<file path="src/rtl/cpu_io_fifo_port_pkg.sv">
// Shared constants, status layout and wait-FSM state type for the CPU I/O FIFO port.
`default_nettype none

package cpu_io_fifo_port_pkg;

    localparam logic IOFP_DATA_OFS = 1'b0;
    localparam logic IOFP_STAT_OFS = 1'b1;

    localparam int IOFP_ST_RX_NE    = 0;
    localparam int IOFP_ST_TX_FULL  = 1;
    localparam int IOFP_ST_ERR      = 2;
    localparam int IOFP_ST_TX_EMPTY = 3;

    localparam int IOFP_CTL_FLUSH_TX = 0;
    localparam int IOFP_CTL_FLUSH_RX = 1;
    localparam int IOFP_CTL_CLR_ERR  = 7;

    localparam logic [7:0] IOFP_IDLE_DATA = 8'hFF;

    typedef enum logic [1:0] {
        IDLE       = 2'd0,
        WAIT_SPACE = 2'd1,
        HOLD       = 2'd2
    } iofp_state_t;

    function automatic logic [7:0] iofp_status(input logic tx_empty, input logic err,
                                               input logic tx_full, input logic rx_ne);
        logic [7:0] s;
        s                   = '0;
        s[IOFP_ST_RX_NE]    = rx_ne;
        s[IOFP_ST_TX_FULL]  = tx_full;
        s[IOFP_ST_ERR]      = err;
        s[IOFP_ST_TX_EMPTY] = tx_empty;
        return s;
    endfunction

endpackage

`default_nettype wire

</file>
<file path="src/rtl/cpu_io_fifo_port_sync_fifo.sv">
// Single-clock byte FIFO with flush; pointers carry one extra wrap bit to tell full from empty.
`default_nettype none

module cpu_io_fifo_port_sync_fifo #(
    parameter int W          = 8,
    parameter int DEPTH_LOG2 = 4
) (
    input  logic         clk,
    input  logic         reset_n,
    input  logic         push_i,
    input  logic [W-1:0] push_data_i,
    input  logic         pop_i,
    input  logic         flush_i,
    output logic [W-1:0] head_o,
    output logic         full_o,
    output logic         empty_o
);

    localparam int DEPTH = 1 << DEPTH_LOG2;
    localparam logic [DEPTH_LOG2:0] PTR_ONE = 1;

    logic [DEPTH_LOG2:0] wr_ptr_q, wr_ptr_d;
    logic [DEPTH_LOG2:0] rd_ptr_q, rd_ptr_d;
    logic [W-1:0]        mem_q [DEPTH];
    logic                do_push;
    logic                do_pop;

    assign full_o  = (wr_ptr_q[DEPTH_LOG2] != rd_ptr_q[DEPTH_LOG2]) &&
                     (wr_ptr_q[DEPTH_LOG2-1:0] == rd_ptr_q[DEPTH_LOG2-1:0]);
    assign empty_o = (wr_ptr_q == rd_ptr_q);
    assign head_o  = mem_q[rd_ptr_q[DEPTH_LOG2-1:0]];

    // Flush dominates; push against full and pop against empty are ignored.
    assign do_push = push_i & ~full_o & ~flush_i;
    assign do_pop  = pop_i & ~empty_o & ~flush_i;

    always_comb begin
        wr_ptr_d = wr_ptr_q;
        rd_ptr_d = rd_ptr_q;
        if (flush_i) begin
            rd_ptr_d = wr_ptr_q;
        end else begin
            if (do_push) wr_ptr_d = wr_ptr_q + PTR_ONE;
            if (do_pop)  rd_ptr_d = rd_ptr_q + PTR_ONE;
        end
    end

    always_ff @(posedge clk or negedge reset_n) begin
        if (!reset_n) begin
            wr_ptr_q <= '0;
            rd_ptr_q <= '0;
        end else begin
            wr_ptr_q <= wr_ptr_d;
            rd_ptr_q <= rd_ptr_d;
        end
    end

    always_ff @(posedge clk) begin
        if (do_push) mem_q[wr_ptr_q[DEPTH_LOG2-1:0]] <= push_data_i;
    end

endmodule

`default_nettype wire

</file>
<file path="src/rtl/cpu_io_fifo_port.sv">
// Z80 I/O responder: data/status port pair bridging the CPU to TX/RX byte FIFOs toward a host agent.
`default_nettype none

module cpu_io_fifo_port
    import cpu_io_fifo_port_pkg::*;
#(
    parameter logic [7:0] BASE_PORT    = 8'h40,
    parameter int         DEPTH_LOG2   = 4,
    parameter bit         WAIT_ON_FULL = 1'b1
) (
    input  logic       clk,
    input  logic       reset_n,
    input  logic       cpu_req,
    input  logic       cpu_iorq,
    input  logic       cpu_m1,
    input  logic       cpu_rd,
    input  logic       cpu_wr,
    input  logic [7:0] cpu_addr,
    input  logic [7:0] cpu_data,
    output logic [7:0] data,
    output logic       data_oe_rq,
    output logic       cpu_wait,
    output logic [7:0] host_tx_data,
    output logic       host_tx_valid,
    input  logic       host_tx_ready,
    input  logic [7:0] host_rx_data,
    input  logic       host_rx_valid,
    output logic       host_rx_ready
);

    logic hit, sel_stat;
    logic rd_data_hit, rd_stat_hit, wr_data_hit, wr_ctl_hit;

    logic       tx_full, tx_empty, tx_push, tx_pop, tx_flush;
    logic [7:0] tx_push_data;
    logic       rx_full, rx_empty, rx_pop, rx_flush;
    logic [7:0] rx_head;

    iofp_state_t state_q, state_d;
    logic [7:0]  latch_q, latch_d;
    logic [7:0]  data_q, data_d;
    logic        oe_q, oe_d;
    logic        rx_overrun_q, rx_overrun_d;
    logic        tx_drop_q, tx_drop_d;
    logic        tx_drop_set;

    // Interrupt acknowledge (iorq & m1) never decodes as a port access.
    assign hit         = cpu_req & cpu_iorq & ~cpu_m1 & (cpu_addr[7:1] == BASE_PORT[7:1]);
    assign sel_stat    = (cpu_addr[0] == IOFP_STAT_OFS);
    assign rd_data_hit = hit & cpu_rd & ~sel_stat;
    assign rd_stat_hit = hit & cpu_rd & sel_stat;
    assign wr_data_hit = hit & cpu_wr & ~sel_stat;
    assign wr_ctl_hit  = hit & cpu_wr & sel_stat;

    assign tx_pop   = host_tx_ready & ~tx_empty;
    assign tx_flush = wr_ctl_hit & cpu_data[IOFP_CTL_FLUSH_TX];
    assign rx_pop   = rd_data_hit & ~rx_empty;
    assign rx_flush = wr_ctl_hit & cpu_data[IOFP_CTL_FLUSH_RX];

    cpu_io_fifo_port_sync_fifo #(
        .W          (8),
        .DEPTH_LOG2 (DEPTH_LOG2)
    ) u_tx_fifo (
        .clk         (clk),
        .reset_n     (reset_n),
        .push_i      (tx_push),
        .push_data_i (tx_push_data),
        .pop_i       (tx_pop),
        .flush_i     (tx_flush),
        .head_o      (host_tx_data),
        .full_o      (tx_full),
        .empty_o     (tx_empty)
    );

    cpu_io_fifo_port_sync_fifo #(
        .W          (8),
        .DEPTH_LOG2 (DEPTH_LOG2)
    ) u_rx_fifo (
        .clk         (clk),
        .reset_n     (reset_n),
        .push_i      (host_rx_valid),
        .push_data_i (host_rx_data),
        .pop_i       (rx_pop),
        .flush_i     (rx_flush),
        .head_o      (rx_head),
        .full_o      (rx_full),
        .empty_o     (rx_empty)
    );

    assign host_tx_valid = ~tx_empty;
    assign host_rx_ready = ~rx_full;

    // tx_full here is the pre-pop view, so a write racing a host pop still stalls one cycle.
    always_comb begin
        state_d      = state_q;
        latch_d      = latch_q;
        tx_push      = 1'b0;
        tx_push_data = cpu_data;
        tx_drop_set  = 1'b0;
        case (state_q)
            WAIT_SPACE: begin
                if (!tx_full) begin
                    tx_push      = 1'b1;
                    tx_push_data = latch_q;
                    state_d      = HOLD;
                end
            end
            default: begin
                if (wr_data_hit) begin
                    if (!tx_full) begin
                        tx_push = 1'b1;
                    end else if (WAIT_ON_FULL) begin
                        latch_d = cpu_data;
                        state_d = WAIT_SPACE;
                    end else begin
                        tx_drop_set = 1'b1;
                    end
                end else if (state_q == HOLD && !cpu_iorq) begin
                    state_d = IDLE;
                end
            end
        endcase
    end

    assign cpu_wait = (state_q == WAIT_SPACE);

    always_comb begin
        rx_overrun_d = rx_overrun_q;
        tx_drop_d    = tx_drop_q;
        if (wr_ctl_hit && cpu_data[IOFP_CTL_CLR_ERR]) begin
            rx_overrun_d = 1'b0;
            tx_drop_d    = 1'b0;
        end
        if (host_rx_valid && rx_full) rx_overrun_d = 1'b1;
        if (tx_drop_set)              tx_drop_d    = 1'b1;
    end

    // Read data is held for the rest of the I/O cycle, then returns to idle 8'hFF.
    always_comb begin
        data_d = data_q;
        oe_d   = oe_q;
        if (rd_data_hit) begin
            data_d = rx_empty ? IOFP_IDLE_DATA : rx_head;
            oe_d   = 1'b1;
        end else if (rd_stat_hit) begin
            data_d = iofp_status(tx_empty, rx_overrun_q | tx_drop_q, tx_full, ~rx_empty);
            oe_d   = 1'b1;
        end else if (oe_q && (!cpu_iorq || !cpu_rd)) begin
            data_d = IOFP_IDLE_DATA;
            oe_d   = 1'b0;
        end
    end

    always_ff @(posedge clk or negedge reset_n) begin
        if (!reset_n) begin
            state_q      <= IDLE;
            latch_q      <= '0;
            data_q       <= IOFP_IDLE_DATA;
            oe_q         <= 1'b0;
            rx_overrun_q <= 1'b0;
            tx_drop_q    <= 1'b0;
        end else begin
            state_q      <= state_d;
            latch_q      <= latch_d;
            data_q       <= data_d;
            oe_q         <= oe_d;
            rx_overrun_q <= rx_overrun_d;
            tx_drop_q    <= tx_drop_d;
        end
    end

    assign data       = data_q;
    assign data_oe_rq = oe_q;

endmodule

`default_nettype wire

</file>
<file path="config.mk">
export PLATFORM = sky130hd
export DESIGN_NAME = cpu_io_fifo_port
export DESIGN_NICKNAME = d
export VERILOG_FILES = /design/src/rtl/cpu_io_fifo_port_pkg.sv /design/src/rtl/cpu_io_fifo_port_sync_fifo.sv /design/src/rtl/cpu_io_fifo_port.sv
export SDC_FILE = /design/constraint.sdc
export NUM_CORES = 1
export LEC_CHECK = 0
export ABC_AREA = 1
export CAP_MARGIN = 5
export CORE_UTILIZATION = 44
export CTS_CLUSTER_DIAMETER = 80
export CTS_CLUSTER_SIZE = 12
export DETAILED_ROUTE_END_ITERATION = 10
export DONT_BUFFER_PORTS = 1
export GPL_ROUTABILITY_DRIVEN = 0
export PLACE_DENSITY = 0.63
export SYNTH_ARGS = -nofsm -noshare
export SYNTH_HDL_FRONTEND = slang
export SYNTH_SLANG_ARGS = --single-unit
export TNS_END_PERCENT = 10
</file>
<file path="constraint.sdc">
create_clock -name clk -period 2.78 [get_ports clk]
set_input_delay 0.834 -clock clk [delete_from_list [all_inputs] [get_ports clk]]
set_output_delay 0.834 -clock clk [all_outputs]
set_load 0.005 [all_outputs]
</file>
==> key figures, run 1 <==
Route
  – Detailed-route via count: 8601
  – Final WL: 31.1 mm
  – WL per Instance: 19.7 um
  – Via-to-Cell Ratio: 5.44
  – DR iter-0 viols: 970
  – Final ANT Viol Nets: 0
  – Post-route DRC: 0
  – Drt pass-1 iters: 5

Timing
  – Final period utilization: 1.03
  – Count of final max-slew check failures: 0
  – Hold Vio Cnt, Final: 0
  – Final setup TNS: -0.289 ns
  – Crit path time final: 2.86 ns
  – RSZ-0062 raised after global routing: true
  – Worst Hold Slack: 0.122 ns
  – Worst Tran Pin Value: 0.768 ns
  – Final worst slack: -0.0771 ns
  – Skew final: 0.0162 ns
  – Setup violators final: 7
  – Relative slew slack: 0.486
  – Fmax: 0.350 GHz

Placement
  – Placed cell areas: 0.0133 mm2
  – Port Buffers: 0
  – Dpl cells: 1523
  – Dpl hpwl: 19.9 mm

Global routing
  – First-pass GRT wire length: 47.5 mm
  – Largest net degree at the start of global routing: 61
  – GRT Overall Usage: 0.215
  – Initial antenna violation count: 0
  – Vias in the first global route: 8066
  – GR Overflow Total: 0

Hold path
  – Worst min-delay path category: input pin to async pin

Critical path
  – Worst Reg-to-Reg Cells: 9
  – Setup CP Type: register to output pin
  – WP data required: 1.95 ns
  – Maximum fanout along the worst path: 26
  – CP Launch Type: register
  – CP max stage cell: dfrtp_2
  – CP Cell Sequence: inv_8 -> buf_12 -> nor2_1 -> o22ai_1 -> o211ai_1 -> nand3_1
  – Crit path arrival time: 2.02 ns
  – CP peak stage delay: 0.48 ns
  – Crit end category: output pin

Synth
  – Largest cells by area after synthesis: edfxtp_1, dfrtp_1, nor2_1
  – Seq/Total Area, Yosys: 0.686
  – Warnings, synthesis: 0
  – Synthesized area: 0.0127 mm2
  – Syn Area/Cell: 11.1 um2
  – Cell taking the most area after synthesis: edfxtp_1
  – Yosys reg bits: 296
  – Top cell type's share of synthesized area: 0.606
  – Syn Nets: 1190
  – Yosys cell types: 36
  – Cells after Synth: 1147

Clock network
  – Clock Latency Late Sink: 0.54 ns
  – Buffer depth of the longest clock path: 3
  – CTS tree: done
  – Clock sinks: 296
  – H-tree depth: 1
  – CTS buffer count: 29
  – Clock transition at path regs: 0.06 ns
  – Clock root cell: clkbuf_16

Pwr
  – Pwr per Cell Area: 811 mW/mm2
  – VDD IR max: 516 uV
  – Leakage Power: 5.16 nW

Floorplan
  – Starting Density: 0.452
  – Die footprint: 0.0295 mm2
  – Die height: 172 um
  – Core area: 0.0281 mm2
  – I/O pin count: 53
  – Num rows: 61
  – Die span in x: 172 um

Finish
  – Number of fill cells: 2566
  – Share of cells above drive strength 1: 0.109
  – Final Net Count: 1223
  – Area Growth Syn to Fin: 12.4%
  – Cell Count, Final, Fillers Out: 1580
  – # diodes: 0
  – Final Cell Area: 0.0143 mm2

Run status
  – Run status: finished with violations
  – Failing checks: negative setup slack

Job
  – Max-cap violations: 0
[layout by cell type (no fill, tap or decap), types with 5 or more instances in the layout]
cell type and n:
o21ai_0 137, o22ai_1 26, o21ai_2 8, xor2_1 6, buf_4 50, dfstp_2 8
nand3_1 62, nand2_1 196, o221ai_1 5, inv_2 8, o21ai_1 5, clkbuf_16 29
edfxtp_1 256, clkbuf_1 22, xnor2_1 9, ha_1 10, inv_1 48, o211ai_1 21
dfrtp_1 29, nor3_1 16, a21oi_1 6, nor2_1 207
[metal layers]
metal / track usage / wire length [um] / up-vias
li1: - / - / 4078
met1: 0.329 / 14600 / 4149
met2: 0.319 / 13600 / 328
met3: 0.0331 / 2230 / 46
met4: 0.0519 / 655 / 0
met5: 0 / 0 / -
[cells by family (layout without fill, tap and decap cells)]
group / Yosys count / count (layout) / synth area share
xor+xnor: 15 / 15 / 0.0104
simple gates: 501 / 501 / 0.162
compound gates: 210 / 210 / 0.0938
flops: 296 / 296 / 0.686
buf+inv: 115 / 170 / 0.0381
fa+ha+maj: 10 / 10 / 0.00987
[path summary, 6_finish.rpt]
kind | to | slack, ns | startpoint
min reg2reg | state_q[0]$_DFFE_PN0P_ | 0.47 | state_q[0]$_DFFE_PN0P_
min | latch_q[2]$_DFFE_PN0P_ | 0.12 | reset_n
min in group clk | u_rx_fifo.mem_q[6][6]$_DFFE_PP_ | 0.39 | host_rx_data[6]
max reg2reg | u_rx_fifo.mem_q[2][3]$_DFFE_PP_ | 0.31 | u_rx_fifo.wr_ptr_q[2]$_DFFE_PN0P_
max | host_tx_data[5] | -0.08 | u_tx_fifo.rd_ptr_q[0]$_DFFE_PN0P_
max in group asynchronous | u_rx_fifo.rd_ptr_q[0]$_DFFE_PN0P_ | 2.46 | reset_n
[timing repair]
action                     4_1_cts  5_1_grt
setup buffers                    2        0
gates resized for setup         12        2
pin swaps                        2        0
hold endpoints to repair        32        0
hold buffers                     1        0
setup endpoints to repair        9        9
gates cloned                     1        0
[per-stage QoR]
stage	setup WS (ns)	utilization	total power [mW]
global route	-0.174	0.507	12.1
global placement	0.191	0.474	7.87
detailed placement	0.174	0.474	7.90
floorplan	0.0688	-	7.02
finish	-0.0771	0.507	11.6
CTS	-0.0606	0.507	11.6
[area by class of cell]
cell class	count	area, um2	share of cell area
Timing Repair Buffer	56	490	0.0344
Multi-Input combinational cell	736	3520	0.247
Clock buffer	51	808	0.0567
Tap cell	378	473	0.0332
Inverter	61	239	0.0168
Clock inverter	2	20.0	0.00140
Sequential cell	296	8700	0.611
[sequential cells by signal, indices dropped and copies added (netlist names), 5 cells and up]
register / cells
u_rx_fifo.mem_q: 128
u_rx_fifo.wr_ptr_q: 5
u_tx_fifo.mem_q: 128
u_rx_fifo.rd_ptr_q: 5
latch_q: 8
data: 8
u_tx_fifo.rd_ptr_q: 5
u_tx_fifo.wr_ptr_q: 5
[worst max-delay path, delay by kind of cell, from the launching register on]
kind	cells	cell delay, ns
compound gates	2	0.46
buf+inv	2	0.26
flops	1	0.48
simple gates	2	0.27
[cells in the mapped netlist]
cell type and n:
nor3_1 16, nand2_2 3, buf_12 1, o221ai_1 6
a21oi_1 6, a31oi_1 1, o21ai_0 140, nor2_2 1
nand4_2 2, nand3b_1 1, o21ai_1 2, nand3_1 64
buf_1 7, xnor2_1 9, buf_4 4, nand4_1 4
o22ai_1 26, buf_2 10, inv_2 10, clkbuf_1 31
xor2_1 6, inv_1 48, or2_2 1, nand3_2 2
o211ai_1 21, nand2_1 196, buf_6 1, nor2_4 2
clkinv_1 3, edfxtp_1 256, or2_1 1, ha_1 10
o21ai_2 8, nor2_1 208, dfstp_2 8, dfrtp_1 32
[where the power goes]
group	internal, mW	leakage (nW)	switching, mW	total, mW
registers	5.16	2.82	0.254	5.42
clock network	1.96	0.394	1.60	3.56
logic	0.858	1.95	1.72	2.57
total	7.98	5.16	3.57	11.6
Note: power is estimated with default switching activity, not from simulation.
==> inputs of run 2 (changes only) <==
CORE_MARGIN = 4   (was not set)
==> run 2 against run 1 <==
The flow still finishes with violations (negative setup slack); clock skew fell by 0.0026 ns; flip-flop and latch count unchanged; critical path type unchanged; utilization rose by 0.10 points; wire length rose by 1.2%; clock power is 2% lower; worst hold slack worse by 0.0020 ns; maximum frequency shrank 1.6%; non-clock buffer count up 1; critical path depth is 1 lower; combinational power increased by 3%.
==> key figures, run 2 (synthesis gave the netlist of run 1 again) <==
Global routing
  – Initial antenna violation count: 0
  – GR Overflow Total: 0
  – Largest net degree at the start of global routing: 61
  – First-pass GRT wire length: 49.0 mm
  – GRT Overall Usage: 0.200
  – Vias in the first global route: 8368

Critical path
  – CP Cell Sequence: buf_8 -> o21ai_1 -> o22ai_2 -> o211ai_1 -> nand3_1
  – Crit end category: output pin
  – Worst Setup EP: host_tx_data[6]
  – FF-to-FF End: u_rx_fifo.mem_q[0][3]$_DFFE_PP_
  – WP depth: 5
  – Maximum fanout along the worst path: 20
  – CP peak stage delay: 0.49 ns
  – CP Launch Type: register
  – Worst Reg-to-Reg Cells: 9
  – Crit path arrival time: 2.07 ns
  – CP max stage cell: dfrtp_2
  – Setup crit start: u_tx_fifo.rd_ptr_q[0]$_DFFE_PN0P_
  – WP data required: 1.95 ns
  – Reg-to-reg critical path startpoint: u_rx_fifo.wr_ptr_q[0]$_DFFE_PN0P_
  – R2R setup slack: 0.29 ns
  – Cell family with most CP delay: compound AO/OA/AOI/OAI gates
  – Setup CP Type: register to output pin
  – Sum of buffers and inverters on the critical path: 1

Job
  – Max-cap violations: 0

Hold path
  – Worst min-delay path category: input pin to async pin

Clock network
  – H-tree depth: 1
  – Clock Latency Late Sink: 0.54 ns
  – Buffer depth of the longest clock path: 3
  – CTS tree: done
  – Clock sinks: 296
  – CTS buffer count: 28
  – Clock root cell: clkbuf_16
  – Clock transition at path regs: 0.06 ns

Route
  – Post-route DRC: 0
  – WL per Instance: 19.9 um
  – Via-to-Cell Ratio: 5.49
  – DR iter-0 viols: 853
  – Detailed-route via count: 8681
  – Final ANT Viol Nets: 0
  – Drt pass-1 iters: 6
  – Final WL: 31.5 mm

Finish
  – Commonest non-fill, non-tap cell in the layout: edfxtp_1
  – Final Net Count: 1223
  – # diodes: 0
  – Area Growth Syn to Fin: 12.6%
  – Number of fill cells: 2530
  – Most frequent cells in the layout: edfxtp_1, nor2_1, nand2_1, o21ai_0, nand3_1
  – Share of cells above drive strength 1: 0.112
  – Final Cell Area: 0.0143 mm2

Placement
  – Port Buffers: 0
  – Dpl hpwl: 20.1 mm
  – Placed cell areas: 0.0133 mm2

Timing
  – Hold Vio Cnt, Final: 0
  – Crit path time final: 2.90 ns
  – Fmax: 0.345 GHz
  – Worst Tran Pin Value: 0.857 ns
  – Relative slew slack: 0.426
  – Final period utilization: 1.04
  – Count of final max-slew check failures: 0
  – Skew final: 0.0136 ns
  – Setup violators final: 8
  – Final worst slack: -0.122 ns
  – RSZ-0062 raised after global routing: true

Floorplan
  – Core area: 0.0281 mm2
  – Die height: 178 um
  – Starting Density: 0.452
  – I/O pin count: 53
  – Die footprint: 0.0316 mm2
  – Num rows: 61
  – Die span in x: 178 um

Pwr
  – Final Total Pwr: 11.5 mW
  – Leakage Power: 5.17 nW
  – VDD IR max: 596 uV
  – Pwr per Cell Area: 807 mW/mm2

Run status
  – Run status: finished with violations
  – Failing checks: negative setup slack
run 2: changes by cell type in the layout (fill, tap and decap cells not counted), moves of 2 or more:
cell     change
buf_4        -2
nor2_1       -3
nor2_2       +3
inv_8        -2
o21ai_1      +4
o21ai_2      +2
o21ai_0      -6
buf_8        +2
run 2: final cells by class:
class	instances	area (um2)	share of cell area
clock buffers	51	808	0.0566
inverters	61	236	0.0166
multi-input cells	736	3540	0.248
well taps	378	473	0.0331
repair buffers	57	518	0.0363
flip-flops and latches	296	8700	0.609
clock inverters	1	5.00	0.000350
run 2: worst min-delay path by stage:
stage,start,to,cells past startpoint
global route,reset_n,data[0]$_DFFE_PN1P_,0
floorplan,state_q[0]$_DFFE_PN0P_,state_q[0]$_DFFE_PN0P_,2
global placement,state_q[0]$_DFFE_PN0P_,state_q[0]$_DFFE_PN0P_,2
finish,reset_n,u_tx_fifo.wr_ptr_q[2]$_DFFE_PN0P_,1
CTS,reset_n,u_tx_fifo.wr_ptr_q[3]$_DFFE_PN0P_,1
detailed placement,state_q[0]$_DFFE_PN0P_,state_q[0]$_DFFE_PN0P_,2
run 2: power by group:
group / internal (mW) / switching (mW)
Clock: 1.94 / 1.54
Sequential: 5.16 / 0.245
Combinational: 0.889 / 1.75
run 2: what timing repair did:
item                                    in CTS  in global routing
gates cloned                                 1                  1
hold buffers                                 1                  0
pin swaps                                    8                  8
hold endpoints to repair                    32                  0
endpoints found under the setup margin       8                  9
resized for setup                           10                 18
setup buffers                                3                  0
run 2: routing by layer:
metal | vias to the layer above | routed length, um | part of all wire | GRT usage
li1 | 4071 | - | - | -
met1 | 4161 | 14100 | 0.45 | 0.303
met2 | 394 | 13900 | 0.44 | 0.299
met3 | 55 | 2830 | 0.090 | 0.0413
met4 | 0 | 621 | 0.020 | 0.0435
met5 | - | 0 | 0 | 0
run 2: per-stage QoR:
step / setup TNS [ns] / instances / hold slack [ns] / util / setup slack (ns)
2_1_floorplan: 0 / 1147 / 0.442 / - / 0.0688
3_3_place_gp: 0 / 1522 / 0.455 / 0.474 / 0.217
3_5_place_dp: 0 / 1522 / 0.463 / 0.474 / 0.133
4_1_cts: -0.533 / 1579 / 0.116 / 0.506 / -0.0893
5_1_grt: -1.05 / 1580 / 0.111 / 0.508 / -0.168
6_report: -0.542 / 1580 / 0.120 / 0.508 / -0.122
==> inputs of run 3 (changes only) <==
CORE_UTILIZATION = 43   (was 44)
PLACE_DENSITY = 0.62   (was 0.63)
==> run 3 against run 2 <==
The run still ends with negative setup slack left; design area increased by 2.1%; count of clock-buffer cells in the layout decreased by 1; via count about the same; sequential power decreased by 0.9%; non-clock buffer count increased by 7; critical path type unchanged.
==> key figures, run 3 (synthesis gave the netlist of run 1 again) <==
Run status
  – Run status: finished with violations
  – Failing checks: negative setup slack

Floorplan
  – Die span in x: 180 um
  – Starting Density: 0.438
  – Die footprint: 0.0323 mm2
  – Core area: 0.0289 mm2
  – Die height: 180 um
  – Num rows: 62
  – I/O pin count: 53

Route
  – Final WL: 31.8 mm
  – DR iter-0 viols: 877
  – Post-route DRC: 0
  – Final ANT Viol Nets: 0
  – WL per Instance: 20.0 um
  – Via-to-Cell Ratio: 5.44
  – Detailed-route via count: 8673
  – Drt pass-1 iters: 5

Pwr
  – Switching Share: 0.309
  – VDD IR max: 566 uV
  – Clock network power share: 0.290
  – Combinational Power Share: 0.264
  – Pwr per Cell Area: 825 mW/mm2
  – Part of the power in registers: 0.446
  – P_sw: 3.72 mW
  – Leakage Power: 5.30 nW
  – Internal: 8.31 mW

Placement
  – Port Buffers: 0
  – Dpl hpwl: 19.7 mm
  – Setup WS pre-CTS: 0.193 ns
  – Dpl cells: 1527

Job
  – Max-cap violations: 0

Critical path
  – Maximum fanout along the worst path: 12
  – Crit end category: output pin
  – CP peak stage delay: 0.53 ns
  – Setup CP Type: register to output pin
  – WP data required: 1.95 ns
  – Sum of buffers and inverters on the critical path: 3
  – Cell family with most CP delay: flip-flops
  – CP max stage cell: dfrtp_4
  – Crit path arrival time: 2.13 ns
  – CP Launch Type: register
  – CP Cell Sequence: buf_8 -> inv_12 -> buf_12 -> nor2_2 -> o22ai_1 -> o211ai_1 -> nand3_1

Finish
  – Number of fill cells: 2571
  – Cell Count, Final, Fillers Out: 1595
  – Most frequent cells in the layout: edfxtp_1, nand2_1, nor2_1, o21ai_0, nand3_1
  – Final Net Count: 1232
  – Area Growth Syn to Fin: 15.0%
  – Multi-input logic area: 0.00364 mm2
  – # diodes: 0
  – Share of cells above drive strength 1: 0.135
  – Seq. cell area: 0.00870 mm2
  – Commonest non-fill, non-tap cell in the layout: edfxtp_1

Clock network
  – CTS tree: done
  – CTS buffer count: 28
  – Clock Latency Late Sink: 0.56 ns
  – Clock transition at path regs: 0.07 ns
  – Clock sinks: 296
  – H-tree depth: 1
  – Buffer depth of the longest clock path: 3
  – Clock root cell: clkbuf_16

Global routing
  – GR Overflow Total: 0
  – Vias in the first global route: 8509
  – Initial antenna violation count: 0
  – GRT Overall Usage: 0.192
  – First-pass GRT wire length: 49.2 mm
  – Largest net degree at the start of global routing: 71

Timing
  – Worst Hold Slack: 0.0916 ns
  – Final period utilization: 1.07
  – Skew final: 0.0345 ns
  – Count of final max-slew check failures: 0
  – Relative slew slack: 0.436
  – Fmax: 0.337 GHz
  – Setup violators final: 8
  – Final worst slack: -0.187 ns
  – RSZ-0062 raised after global routing: true
  – Worst Tran Pin Value: 0.843 ns
  – Hold Vio Cnt, Final: 0
  – Crit path time final: 2.97 ns

Hold path
  – Worst min-delay path category: input pin to async pin
-- run 3: changes by cell type in the layout (fill, tap and decap cells not counted), moves of 3 or more --
cell	before	now
bufbuf_16	0	3
nand3_1	61	56
nand3_2	5	10
nor2_1	204	194
nor2_4	2	10
o21ai_0	131	123
o21ai_1	9	14
o21ai_2	10	13
-- run 3: worst paths after layout --
path                            slack [ns]                                 to                         startpoint  cells after the start
worst max-delay path                 -0.19                    host_tx_data[6]  u_tx_fifo.rd_ptr_q[0]$_DFFE_PN0P_                      7
worst min-delay path                  0.09             latch_q[3]$_DFFE_PN0P_                            reset_n                      1
worst max register to register        0.19    u_tx_fifo.mem_q[1][1]$_DFFE_PP_  u_tx_fifo.rd_ptr_q[0]$_DFFE_PN0P_                     10
worst min register to register        0.47             state_q[0]$_DFFE_PN0P_             state_q[0]$_DFFE_PN0P_                      2
max in group asynchronous             2.47  u_tx_fifo.wr_ptr_q[2]$_DFFE_PN0P_                            reset_n                      1
min in group clk                      0.37    u_rx_fifo.mem_q[2][5]$_DFFE_PP_                    host_rx_data[5]                      0
-- run 3: power groups by stage --
stage	clock network [mW]	logic (mW)	registers, mW
2_1_floorplan	0	1.65	5.37
3_3_place_gp	0	2.39	5.43
3_5_place_dp	0	2.41	5.43
4_1_cts	3.54	3.05	5.36
5_1_grt	3.75	3.45	5.39
6_report	3.49	3.18	5.36
-- run 3: final cells by class --
class / count / share of cell area
Sequential cell: 296 / 0.597
Timing Repair inverter: 2 / 0.00137
Clock inverter: 2 / 0.00146
Tap cell: 384 / 0.0329
Timing Repair Buffer: 64 / 0.0475
Multi-Input combinational cell: 736 / 0.250
Clock buffer: 50 / 0.0539
Inverter: 61 / 0.0166
-- run 3: through the flow --
stage | TNS (ns) | power [mW] | instance area (um2) | util
final | -1.16 | 12.0 | 14600 | 0.504
after global routing | -1.70 | 12.6 | 14600 | 0.504
after CTS | -1.10 | 12.0 | 14500 | 0.502
after detailed placement | 0 | 7.84 | 13300 | 0.460
after global placement | 0 | 7.82 | 13300 | 0.460
after floorplan | 0 | 7.02 | 12700 | -
-- run 3: metal layers --
layer,global-route usage,part of all wire,vias up
met5,0,0,-
met4,0.0494,0.024,0
met3,0.0372,0.074,59
met2,0.301,0.46,325
met1,0.278,0.44,4206
li1,-,-,4083
-- run 3: what timing repair did --
action / in CTS / in global routing
setup buffers: 7 / 0
gates cloned: 7 / 1
gates resized for setup: 48 / 23
hold buffers: 1 / 0
setup endpoints to repair: 9 / 9
endpoints found under the hold margin: 32 / 0
pin swaps: 21 / 20
